===== src/rtl/input_event_params.sv =====
// Shared constants for the input event block: default timing for the 25 MHz logic clock,
// player-channel indices, the repeat phase type and small helper functions.
package input_event_params;

    localparam int unsigned DB_CYCLES_DEF  = 32'd16;
    localparam int unsigned RPT_DELAY_DEF  = 32'd2000000;
    localparam int unsigned RPT_PERIOD_DEF = 32'd500000;

    localparam int unsigned CH_LEFT  = 32'd0;
    localparam int unsigned CH_DOWN  = 32'd1;
    localparam int unsigned CH_UP    = 32'd2;
    localparam int unsigned CH_RIGHT = 32'd3;
    localparam int unsigned CH_ENTER = 32'd4;

    localparam logic [4:0] FIRST_NONE = 5'd16;

    typedef enum logic {
        RPT_FIRST = 1'b0,
        RPT_NEXT  = 1'b1
    } rpt_phase_e;

    // Raw line to "pressed" polarity.
    function automatic logic pressed_level(input logic raw_bit, input logic active_low);
        return raw_bit ^ active_low;
    endfunction

    // Index of the lowest set bit, FIRST_NONE when the vector is empty.
    function automatic logic [4:0] first_set16(input logic [15:0] vec);
        logic [4:0] res;
        res = FIRST_NONE;
        for (int i = 15; i >= 0; i--) begin
            res = vec[i] ? 5'(i) : res;
        end
        return res;
    endfunction

endpackage


===== src/rtl/input_event_chan.sv =====
// One input channel: two-flop synchroniser, debounce, press-edge pulse and, when
// INPUT_EVENT_REPEAT_EN is defined, hold auto-repeat pulses.
module input_event_chan
    import input_event_params::*;
#(
    parameter int ACTIVE_LOW = 0,
    parameter int DB_CYCLES  = DB_CYCLES_DEF,
`ifdef INPUT_EVENT_REPEAT_EN
    parameter int RPT_DELAY  = RPT_DELAY_DEF,
    parameter int RPT_PERIOD = RPT_PERIOD_DEF,
`endif
    parameter int CNT_W      = 32
) (
    input  logic clk,
    input  logic rstn,
    input  logic raw_i,
    output logic level_o,
    output logic ev_o
);

    localparam logic             INV     = (ACTIVE_LOW != 0);
    localparam logic [CNT_W-1:0] DB_LAST = CNT_W'(DB_CYCLES - 1);

    logic             sync1_q;
    logic             sync2_q;
    logic             level_q;
    logic             level_d;
    logic [CNT_W-1:0] db_cnt_q;
    logic [CNT_W-1:0] db_cnt_d;
    logic             rise_s;

    // Synchroniser; resets to not-pressed regardless of input polarity.
    always_ff @(posedge clk or negedge rstn) begin
        if (!rstn) begin
            sync1_q <= 1'b0;
            sync2_q <= 1'b0;
        end else begin
            sync1_q <= pressed_level(raw_i, INV);
            sync2_q <= sync1_q;
        end
    end

    // Debounce: any sample equal to the current level restarts the count.
    always_comb begin
        level_d  = level_q;
        db_cnt_d = db_cnt_q;
        if (sync2_q != level_q) begin
            if (db_cnt_q == DB_LAST) begin
                level_d  = ~level_q;
                db_cnt_d = '0;
            end else begin
                level_d  = level_q;
                db_cnt_d = db_cnt_q + CNT_W'(1);
            end
        end else begin
            db_cnt_d = '0;
        end
    end

    // Debounced level and its counter.
    always_ff @(posedge clk or negedge rstn) begin
        if (!rstn) begin
            level_q  <= 1'b0;
            db_cnt_q <= '0;
        end else begin
            level_q  <= level_d;
            db_cnt_q <= db_cnt_d;
        end
    end

    assign rise_s  = ~level_q & level_d;
    assign level_o = level_q;

`ifdef INPUT_EVENT_REPEAT_EN
    localparam logic [CNT_W-1:0] DELAY_LAST  = CNT_W'(RPT_DELAY - 1);
    localparam logic [CNT_W-1:0] PERIOD_LAST = CNT_W'(RPT_PERIOD - 1);

    rpt_phase_e       rpt_ph_q;
    rpt_phase_e       rpt_ph_d;
    logic [CNT_W-1:0] rpt_cnt_q;
    logic [CNT_W-1:0] rpt_cnt_d;
    logic [CNT_W-1:0] rpt_last_s;
    logic             fall_s;
    logic             rpt_ev_s;

    assign fall_s = level_q & ~level_d;

    // Repeat timer: a release suppresses a repeat that would land on the same edge.
    always_comb begin
        rpt_cnt_d = rpt_cnt_q;
        rpt_ph_d  = rpt_ph_q;
        rpt_ev_s  = 1'b0;
        case (rpt_ph_q)
            RPT_FIRST: rpt_last_s = DELAY_LAST;
            RPT_NEXT:  rpt_last_s = PERIOD_LAST;
            default:   rpt_last_s = DELAY_LAST;
        endcase
        if (rise_s || fall_s || !level_q) begin
            rpt_cnt_d = '0;
            rpt_ph_d  = RPT_FIRST;
        end else if (rpt_cnt_q == rpt_last_s) begin
            rpt_ev_s  = 1'b1;
            rpt_cnt_d = '0;
            rpt_ph_d  = RPT_NEXT;
        end else begin
            rpt_cnt_d = rpt_cnt_q + CNT_W'(1);
            rpt_ph_d  = rpt_ph_q;
        end
    end

    // Repeat counter and phase.
    always_ff @(posedge clk or negedge rstn) begin
        if (!rstn) begin
            rpt_cnt_q <= '0;
            rpt_ph_q  <= RPT_FIRST;
        end else begin
            rpt_cnt_q <= rpt_cnt_d;
            rpt_ph_q  <= rpt_ph_d;
        end
    end

    assign ev_o = rise_s | rpt_ev_s;
`else
    assign ev_o = rise_s;
`endif

endmodule


===== src/rtl/input_event_n.sv =====
// N-channel key/button event processor: per-channel conditioning, pending vector,
// round-robin arbiter and valid/ready output register. Auto-repeat via INPUT_EVENT_REPEAT_EN.
module input_event_n
    import input_event_params::*;
#(
    parameter int N          = 4,
    parameter int ACTIVE_LOW = 0,
    parameter int DB_CYCLES  = DB_CYCLES_DEF,
    parameter int RPT_DELAY  = RPT_DELAY_DEF,
    parameter int RPT_PERIOD = RPT_PERIOD_DEF,
    parameter int CNT_W      = 32,
    parameter int ID_W       = (N > 1) ? $clog2(N) : 1
) (
    input  logic            clk,
    input  logic            rstn,
    input  logic [N-1:0]    raw,
    output logic [N-1:0]    level,
    output logic            evt_valid,
    output logic [ID_W-1:0] evt_id,
    input  logic            evt_ready,
    output logic            overflow,
    input  logic            clr_overflow
);

    localparam logic [ID_W-1:0] LAST_ID = ID_W'(N - 1);

    if (N < 1 || N > 16 || DB_CYCLES < 1 || RPT_DELAY < 1 || RPT_PERIOD < 1 || CNT_W < 1)
    begin : g_bad_params
        $error("input_event_n: illegal parameter set");
    end

    logic [N-1:0]    ev_s;
    logic [N-1:0]    pending_q;
    logic [N-1:0]    pending_d;
    logic [N-1:0]    gnt_oh_s;
    logic [15:0]     all16_s;
    logic [15:0]     hi16_s;
    logic [4:0]      lo_first_s;
    logic [4:0]      hi_first_s;
    logic            gnt_found_s;
    logic [ID_W-1:0] gnt_idx_s;
    logic            load_s;
    logic            take_s;
    logic            ovf_set_s;
    logic            evt_valid_q;
    logic            evt_valid_d;
    logic [ID_W-1:0] evt_id_q;
    logic [ID_W-1:0] evt_id_d;
    logic [ID_W-1:0] rr_ptr_q;
    logic [ID_W-1:0] rr_ptr_d;
    logic            overflow_q;
    logic            overflow_d;

    for (genvar g = 0; g < N; g++) begin : g_chan
        input_event_chan #(
            .ACTIVE_LOW (ACTIVE_LOW),
            .DB_CYCLES  (DB_CYCLES),
`ifdef INPUT_EVENT_REPEAT_EN
            .RPT_DELAY  (RPT_DELAY),
            .RPT_PERIOD (RPT_PERIOD),
`endif
            .CNT_W      (CNT_W)
        ) u_chan (
            .clk     (clk),
            .rstn    (rstn),
            .raw_i   (raw[g]),
            .level_o (level[g]),
            .ev_o    (ev_s[g])
        );
    end

    // Round-robin search: lowest pending index at or after rr_ptr, else lowest overall.
    always_comb begin
        all16_s = 16'(pending_q);
        hi16_s  = 16'h0000;
        for (int i = 0; i < N; i++) begin
            hi16_s[i] = pending_q[i] & (ID_W'(i) >= rr_ptr_q);
        end
        lo_first_s  = first_set16(all16_s);
        hi_first_s  = first_set16(hi16_s);
        gnt_found_s = (lo_first_s != FIRST_NONE);
        gnt_idx_s   = (hi_first_s != FIRST_NONE) ? hi_first_s[ID_W-1:0] : lo_first_s[ID_W-1:0];
    end

    assign load_s = ~evt_valid_q | evt_ready;
    assign take_s = load_s & gnt_found_s;

    // Pending update; a grant on the same edge frees the slot for the new event.
    always_comb begin
        for (int i = 0; i < N; i++) begin
            gnt_oh_s[i] = take_s & (gnt_idx_s == ID_W'(i));
        end
        pending_d  = ev_s | (pending_q & ~gnt_oh_s);
        ovf_set_s  = |(ev_s & pending_q & ~gnt_oh_s);
        overflow_d = ovf_set_s | (overflow_q & ~clr_overflow);
    end

    // Output register next state; holds steady while stalled.
    always_comb begin
        evt_valid_d = evt_valid_q;
        evt_id_d    = evt_id_q;
        rr_ptr_d    = rr_ptr_q;
        if (load_s) begin
            evt_valid_d = gnt_found_s;
            if (gnt_found_s) begin
                evt_id_d = gnt_idx_s;
                rr_ptr_d = (gnt_idx_s == LAST_ID) ? '0 : gnt_idx_s + ID_W'(1);
            end else begin
                evt_id_d = evt_id_q;
                rr_ptr_d = rr_ptr_q;
            end
        end else begin
            evt_valid_d = evt_valid_q;
        end
    end

    // Arbiter, output and status state.
    always_ff @(posedge clk or negedge rstn) begin
        if (!rstn) begin
            pending_q   <= '0;
            evt_valid_q <= 1'b0;
            evt_id_q    <= '0;
            rr_ptr_q    <= '0;
            overflow_q  <= 1'b0;
        end else begin
            pending_q   <= pending_d;
            evt_valid_q <= evt_valid_d;
            evt_id_q    <= evt_id_d;
            rr_ptr_q    <= rr_ptr_d;
            overflow_q  <= overflow_d;
        end
    end

    assign evt_valid = evt_valid_q;
    assign evt_id    = evt_id_q;
    assign overflow  = overflow_q;

endmodule


===== config.mk =====
export PLATFORM = sky130hd
export DESIGN_NAME = input_event_n
export DESIGN_NICKNAME = d
export VERILOG_FILES = /design/src/rtl/input_event_params.sv /design/src/rtl/input_event_chan.sv /design/src/rtl/input_event_n.sv
export SDC_FILE = /design/constraint.sdc
export NUM_CORES = 1
export LEC_CHECK = 0
export CELL_PAD_IN_SITES_DETAIL_PLACEMENT = 2
export CELL_PAD_IN_SITES_GLOBAL_PLACEMENT = 2
export CORE_MARGIN = 5
export CORE_UTILIZATION = 40
export DETAILED_ROUTE_END_ITERATION = 8
export MAX_ROUTING_LAYER = met4
export PLACE_DENSITY_LB_ADDON = 0.1
export SLEW_MARGIN = 15
export SYNTH_ARGS = -nofsm -noshare
export SYNTH_HDL_FRONTEND = slang
export SYNTH_SLANG_ARGS = --single-unit

===== constraint.sdc =====
create_clock -name clk -period 2.3 [get_ports clk]
set_input_delay 0.46 -clock clk [delete_from_list [all_inputs] [get_ports clk]]
set_output_delay 0.46 -clock clk [all_outputs]
set_load 0.005 [all_outputs]

==> metrics, run 1 <==
status=completed; Core Box Area=19300 um^2; Crit Reg-Reg Startpoint=rr_ptr_q[1]; count leader, synth=dfrtp_1; fin nets=850; CP Data Required Time=2.61 ns; CTS buffer count=17; die area=22400 um^2; Setup CP Type=reg2reg; share of layout cells above drive strength 1=0.0909; Synth Flop Type=dfrtp_1; GRT Total Usage=0.217; Syn Inst Count=822; drt pass-1 iters=4; fraction of synthesized cell area taken by the top area cell type=0.481; critical path endpoint category=flop; Reg clk slew, reported paths=0.06 ns; Post-DRT Antenna Nets=0; critical hold path startpoint=g_chan[1].u_chan.sync1_q; FMAX=0.458 GHz; top cells by count, synth=150 x dfrtp_1, 72 x nor2_1, 67 x a21oi_1; GPL Wtd Cong=0.822; cell accounting for the most synthesized area=dfrtp_1; port bufs=15; setup TNS=0 ns; fin. max-slew vios=0; M2 GR Usage=0.388; Leak=0.00347 uW; diode count=0; met1 GRT Util=0.256; met3 Use GR=0.0303; crit path from=rr_ptr_q[1]; Final Hold Fails=0; largest net degree at the start of global routing=56; CTS Buffer Depth=2; Reg2Reg Depth=9; CP Max Fanout=6; initial core utilization=0.404; Peak VDD IR=0.548 mV; clock share of power=0.487; Post-route DRC=0; Initial DRC Count=189; Worst Skew=0.00847 ns; total gr overflow=0; WP data arrival=2.49 ns; Yosys cell types=43; max cap viols=0; io pins=16; Async SR Flop Fraction=1.00; GR peak layer=met2; htree depth=4; Synth area leaders=dfrtp_1 48%, o31ai_1 4.7%, or4_1 4.5%; Avg Vias per Cell=5.96; Die H=150 um; CTS Sinks=150; Synthesized Nets=838; first-pass GRT wire length=38000 um; worst hold path type=reg2reg; final core occ=0.466; worst r2r dst=overflow; Die Wd=150 um; Core Rows=51; vias=6632; Final setup viols=0; hold depth=0; CTS tree=built; slew margin rel.=0.550; RSZ-0062 raised after global routing=false; Slew @ Worst Pin=0.672 ns; switching share of power=0.241; logic gate share of total power=0.073; Psw=1520 uW; area delta synth->final=15.5%; Final min period=2.19 ns; Post-synth EDFFs=0; Internal=4810 uW; DR WL/cell=20.1 um; DRT Wirelength=22400 um; clk root buf=clkbuf_16; Mapped Area=7810 um^2; kind of start point of the critical path=flop; Mean Syn Cell Area=9.50 um^2; Power Density=702 nW/um^2; register area share after synthesis=0.481; Final HPWL DP=14600 um; Synth Warn #=0; Setup crit end=overflow; #FFs+latches synth=150; r2r setup slk=0.11 ns; period utilisation layout=0.950; Flop pwr share=0.441; vias in the first global route=7370; antenna violations before repair=0; Clock Latency Late Sink=0.44 ns
how the worst min path moves through the flow:
stage / endpoint / slack (ns)
finish: g_chan[1].u_chan.sync2_q / 0.36
global route: g_chan[1].u_chan.sync2_q / 0.37
CTS: g_chan[1].u_chan.sync2_q / 0.35
detailed placement: g_chan[3].u_chan.sync2_q / 0.34
global placement: g_chan[0].u_chan.sync2_q / 0.34
floorplan: evt_id[0] / 0.16
metrics by stage:
stage	worst slack, ns	total power (uW)	cell area, um^2	hold slack, ns	std cells
after floorplan	0.266	3010	7810	0.164	822
after global placement	0.208	3220	8340	0.336	1078
after detailed placement	0.0177	3260	8340	0.343	1078
after CTS	0.0314	6390	8990	0.354	1111
after global routing	0.00835	6590	9010	0.371	1112
final	0.114	6330	9010	0.360	1112
repair_timing:
action / CTS / global route
setup buffers: 0 / 1
pin swaps: 0 / 1
gates resized for setup: 2 / 5
hold buffers: 1 / 0
endpoints found under the setup margin: 1 / 2
gates cloned: 0 / 0
hold endpoints to repair: 42 / 0
cell type report:
type | instances | area [um^2]
Tap cell | 265 | 332
Multi-Input combinational cell | 598 | 3760
Clock inverter | 11 | 171
Clock buffer | 21 | 470
Fill cell | 2047 | 10300
Inverter | 27 | 101
Sequential cell | 150 | 3760
Timing Repair Buffer | 40 | 417
sequential cells by signal, summed over array words and instances, names as in the netlist:
register,count
evt_id,2
evt_valid,1
g_chan.u_chan.db_cnt_q,128
g_chan.u_chan.level_o,4
g_chan.u_chan.sync1_q,4
g_chan.u_chan.sync2_q,4
overflow,1
pending_q,4
rr_ptr_q,2
worst max-delay path, cell delays in order (launching register included):
cell and delay (ns):
dfrtp_2 0.43, a21oi_1 0.11, o21ai_0 0.18, o2bb2a_2 0.27, inv_1 0.09, ha_1 0.17, inv_1 0.05, o21ai_1 0.17
nor4_1 0.07, or4_1 0.51
per-layer routing:
metal  vias up  share of wire  wire [um]
met5         -              0          0
met1      3460           0.43       9710
li1       3111              -          -
met4         0          0.014        312
met3        22          0.014        314
met2        39           0.54      12000
cells by family (layout without fill, tap and decap cells):
kind of cell	after synthesis	in the layout	synth area share
simple gates	368	368	0.266
fa+ha+maj	8	8	0.0128
mux	11	11	0.0151
compound gates	154	154	0.121
buf+inv	74	99	0.0401
xor+xnor	57	57	0.0640
flops	150	150	0.481
power groups by stage:
stage | sequential (uW) | combinational (uW) | clock (uW)
after floorplan | 2800 | 208 | 0
after global placement | 2820 | 407 | 0
after detailed placement | 2830 | 435 | 0
after global routing | 2800 | 516 | 3280
final | 2790 | 461 | 3080
after CTS | 2790 | 450 | 3150
placed cells by master, fill, tap and decap left out, types with 5 or more instances in the layout:
master / instances
xnor2_1: 30
o21ai_0: 17
or4_1: 47
nand4_1: 44
ha_1: 8
clkbuf_16: 17
buf_12: 6
or3_1: 20
and4_1: 16
dfrtp_1: 147
nand2_1: 38
inv_1: 27
a21oi_1: 67
nor4_1: 46
clkdlybuf4s50_1: 14
nand3_1: 47
xor2_1: 27
nor2_1: 72
buf_4: 18
o31ai_1: 49
mux2_2: 6
nor3_1: 9
o211ai_1: 8
nand2b_1: 6
mux2i_1: 5
and3_1: 12
No activity file was read; power rests on OpenSTA's default activity.
==> run 2: changes to the inputs <==
Settings changed: CORE_UTILIZATION 40 to 41, PLACE_DENSITY set to 0.87, PLACE_DENSITY_LB_ADDON 0.1 to unset, SYNTH_HIERARCHICAL set to 1.
==> metrics, run 2 <==
status=completed; Flop pwr share=0.459; Die H=148 um; logic gate share of total power=0.031; switching share of power=0.233; worst hold path type=reg2reg; vias=6542; initial core utilization=0.417; diode count=0; fill count=1938; total gr overflow=0; Final HPWL DP=15300 um; GRT Total Usage=0.236; critical path endpoint category=flop; hold depth=0; Core Rows=50; largest register by flop count=g_chan.u_chan/db_cnt_q; final instance area=8840 um^2; area delta synth->final=12.9%; CP Max Fanout=32; Hold WS=0.355 ns; Post-synth EDFFs=0; GPL Wtd Cong=0.845; Post-route DRC=0; kind of start point of the critical path=flop; Synth area leaders=dfrtp_1 48%, xor2_1 5.8%, o31ai_1 5.5%; CTS Sinks=150; Final setup viols=0; share of layout cells above drive strength 1=0.103; setup TNS=0 ns; Core Box Area=18800 um^2; #FFs+latches synth=150; Initial DRC Count=310; Reg clk slew, reported paths=0.07 ns; Avg Vias per Cell=6.30; FMAX=0.454 GHz; max cap viols=0; critical hold path startpoint=g_chan[2].u_chan/sync1_q; Post-DRT Antenna Nets=0; Die Wd=148 um; CP Data Required Time=2.59 ns; Async SR Flop Fraction=1.00; WP data arrival=2.49 ns; Slew @ Worst Pin=0.481 ns; Largest register FFs=128; Min-Delay Endpoint=g_chan[2].u_chan/sync2_q; Psw=1360 uW; Post-CTS Setup Inserts=0; Yosys cell types=38; CTS Buffer Depth=2; Clock Latency Late Sink=0.43 ns; CTS buffer count=17; DR WL/cell=23.9 um; antenna violations before repair=0; Final min period=2.20 ns; Leak=0.00352 uW; pre-CTS setup slack=0.138 ns; Synth Warn #=6; Syn Inst Count=788; io pins=16; vias in the first global route=7340; CTS tree=built; Power Density=663 nW/um^2; commonest non-fill, non-tap cell in the layout=dfrtp_1; clock share of power=0.510; fraction of synthesized cell area taken by the top area cell type=0.480; Final Hold Fails=0; die area=22000 um^2; fin nets=807; DRT Wirelength=24800 um; period utilisation layout=0.957; Setup CP Type=reg2reg; slew margin rel.=0.675; Synth Flop Type=dfrtp_1; Mapped Area=7830 um^2; first-pass GRT wire length=40200 um; r2r setup slk=0.1 ns; htree depth=4; area of the multi-input gates=3770 um^2; fin. max-slew vios=0; clk root buf=clkbuf_16; setup ws final=0.0996 ns; cell accounting for the most synthesized area=dfrtp_1; largest net degree at the start of global routing=43; Peak VDD IR=0.422 mV; port bufs=15; top cells by count, synth=150 x dfrtp_1, 69 x nor2_1, 62 x a21oi_1; Mean Syn Cell Area=9.93 um^2; count leader, synth=dfrtp_1; Reg2Reg Depth=6; Worst Skew=0.0134 ns; drt pass-1 iters=5; Synthesized Nets=804; Internal=4500 uW; Storage cell area=3750 um^2; Crit Reg-Reg Startpoint=g_chan[0].u_chan/db_cnt_q[0]; Placed Instance Area=8170 um^2; most frequent cells in the layout=150 x dfrtp_1, 69 x nor2_1, 62 x a21oi_1; register area share after synthesis=0.480; worst r2r dst=g_chan[0].u_chan/db_cnt_q[5]
## run 2: worst max-delay path by stage
stage,start,to,cells after the start
floorplan,g_chan[0].u_chan/db_cnt_q[0],g_chan[0].u_chan/db_cnt_q[2],7
CTS,g_chan[3].u_chan/db_cnt_q[9],g_chan[3].u_chan/db_cnt_q[23],4
global route,g_chan[0].u_chan/db_cnt_q[0],g_chan[0].u_chan/db_cnt_q[5],6
global placement,g_chan[3].u_chan/db_cnt_q[0],overflow,7
finish,g_chan[0].u_chan/db_cnt_q[0],g_chan[0].u_chan/db_cnt_q[5],6
detailed placement,g_chan[3].u_chan/db_cnt_q[0],overflow,7
## run 2: cells by family after synthesis
kind of cell               after synthesis  share of synthesized area
and+or+nand+nor                        357                      0.267
DFF                                    150                      0.480
AOI/OAI and AO/OA                      145                      0.119
buffers and inverters                   61                     0.0444
xor gates and xnor gates                60                     0.0671
adders and majority gates                8                     0.0128
muxes                                    7                    0.00991
## run 2: repair_timing
action / 4_1_cts / 5_1_grt
gates resized for setup: 0 / 5
endpoints found under the setup margin: 0 / 3
hold buffers: 1 / 0
hold endpoints to repair: 36 / 0
## run 2: area by class of cell
| class | instances | area share |
|---|---|---|
| Tap cell | 234 | 0.0331 |
| Inverter | 12 | 0.00510 |
| Timing Repair Buffer | 33 | 0.0398 |
| Multi-Input combinational cell | 577 | 0.427 |
| Clock buffer | 19 | 0.0513 |
| Sequential cell | 150 | 0.425 |
| Clock inverter | 13 | 0.0194 |
## run 2: metal layers
metal	share of wire	track usage
met1	0.41	0.270
met2	0.54	0.422
met3	0.025	0.0393
met4	0.023	0.0758
met5	0	-
## run 2: power by group through the flow
stage | clock [uW] | combinational, uW | sequential (uW)
floorplan | 0 | 63.7 | 2730
global placement | 0 | 166 | 2730
detailed placement | 0 | 181 | 2740
CTS | 3050 | 185 | 2690
global route | 3170 | 204 | 2690
finish | 2990 | 181 | 2690
## run 2: worst max-delay path, stage by stage (launching register included)
cell     delay, ns
dfrtp_1       0.39
ha_1          0.22
and3_1        0.44
nand4_1       0.29
o21ai_2       0.20
buf_4         0.36
nor2_1        0.15
## run 2: metrics by stage
| stage | util | cells | total power [uW] |
|---|---|---|---|
| floorplan | - | 788 | 2790 |
| global placement | 0.436 | 1005 | 2900 |
| detailed placement | 0.436 | 1005 | 2920 |
| CTS | 0.469 | 1038 | 5930 |
| global route | 0.471 | 1038 | 6060 |
| finish | 0.471 | 1038 | 5860 |
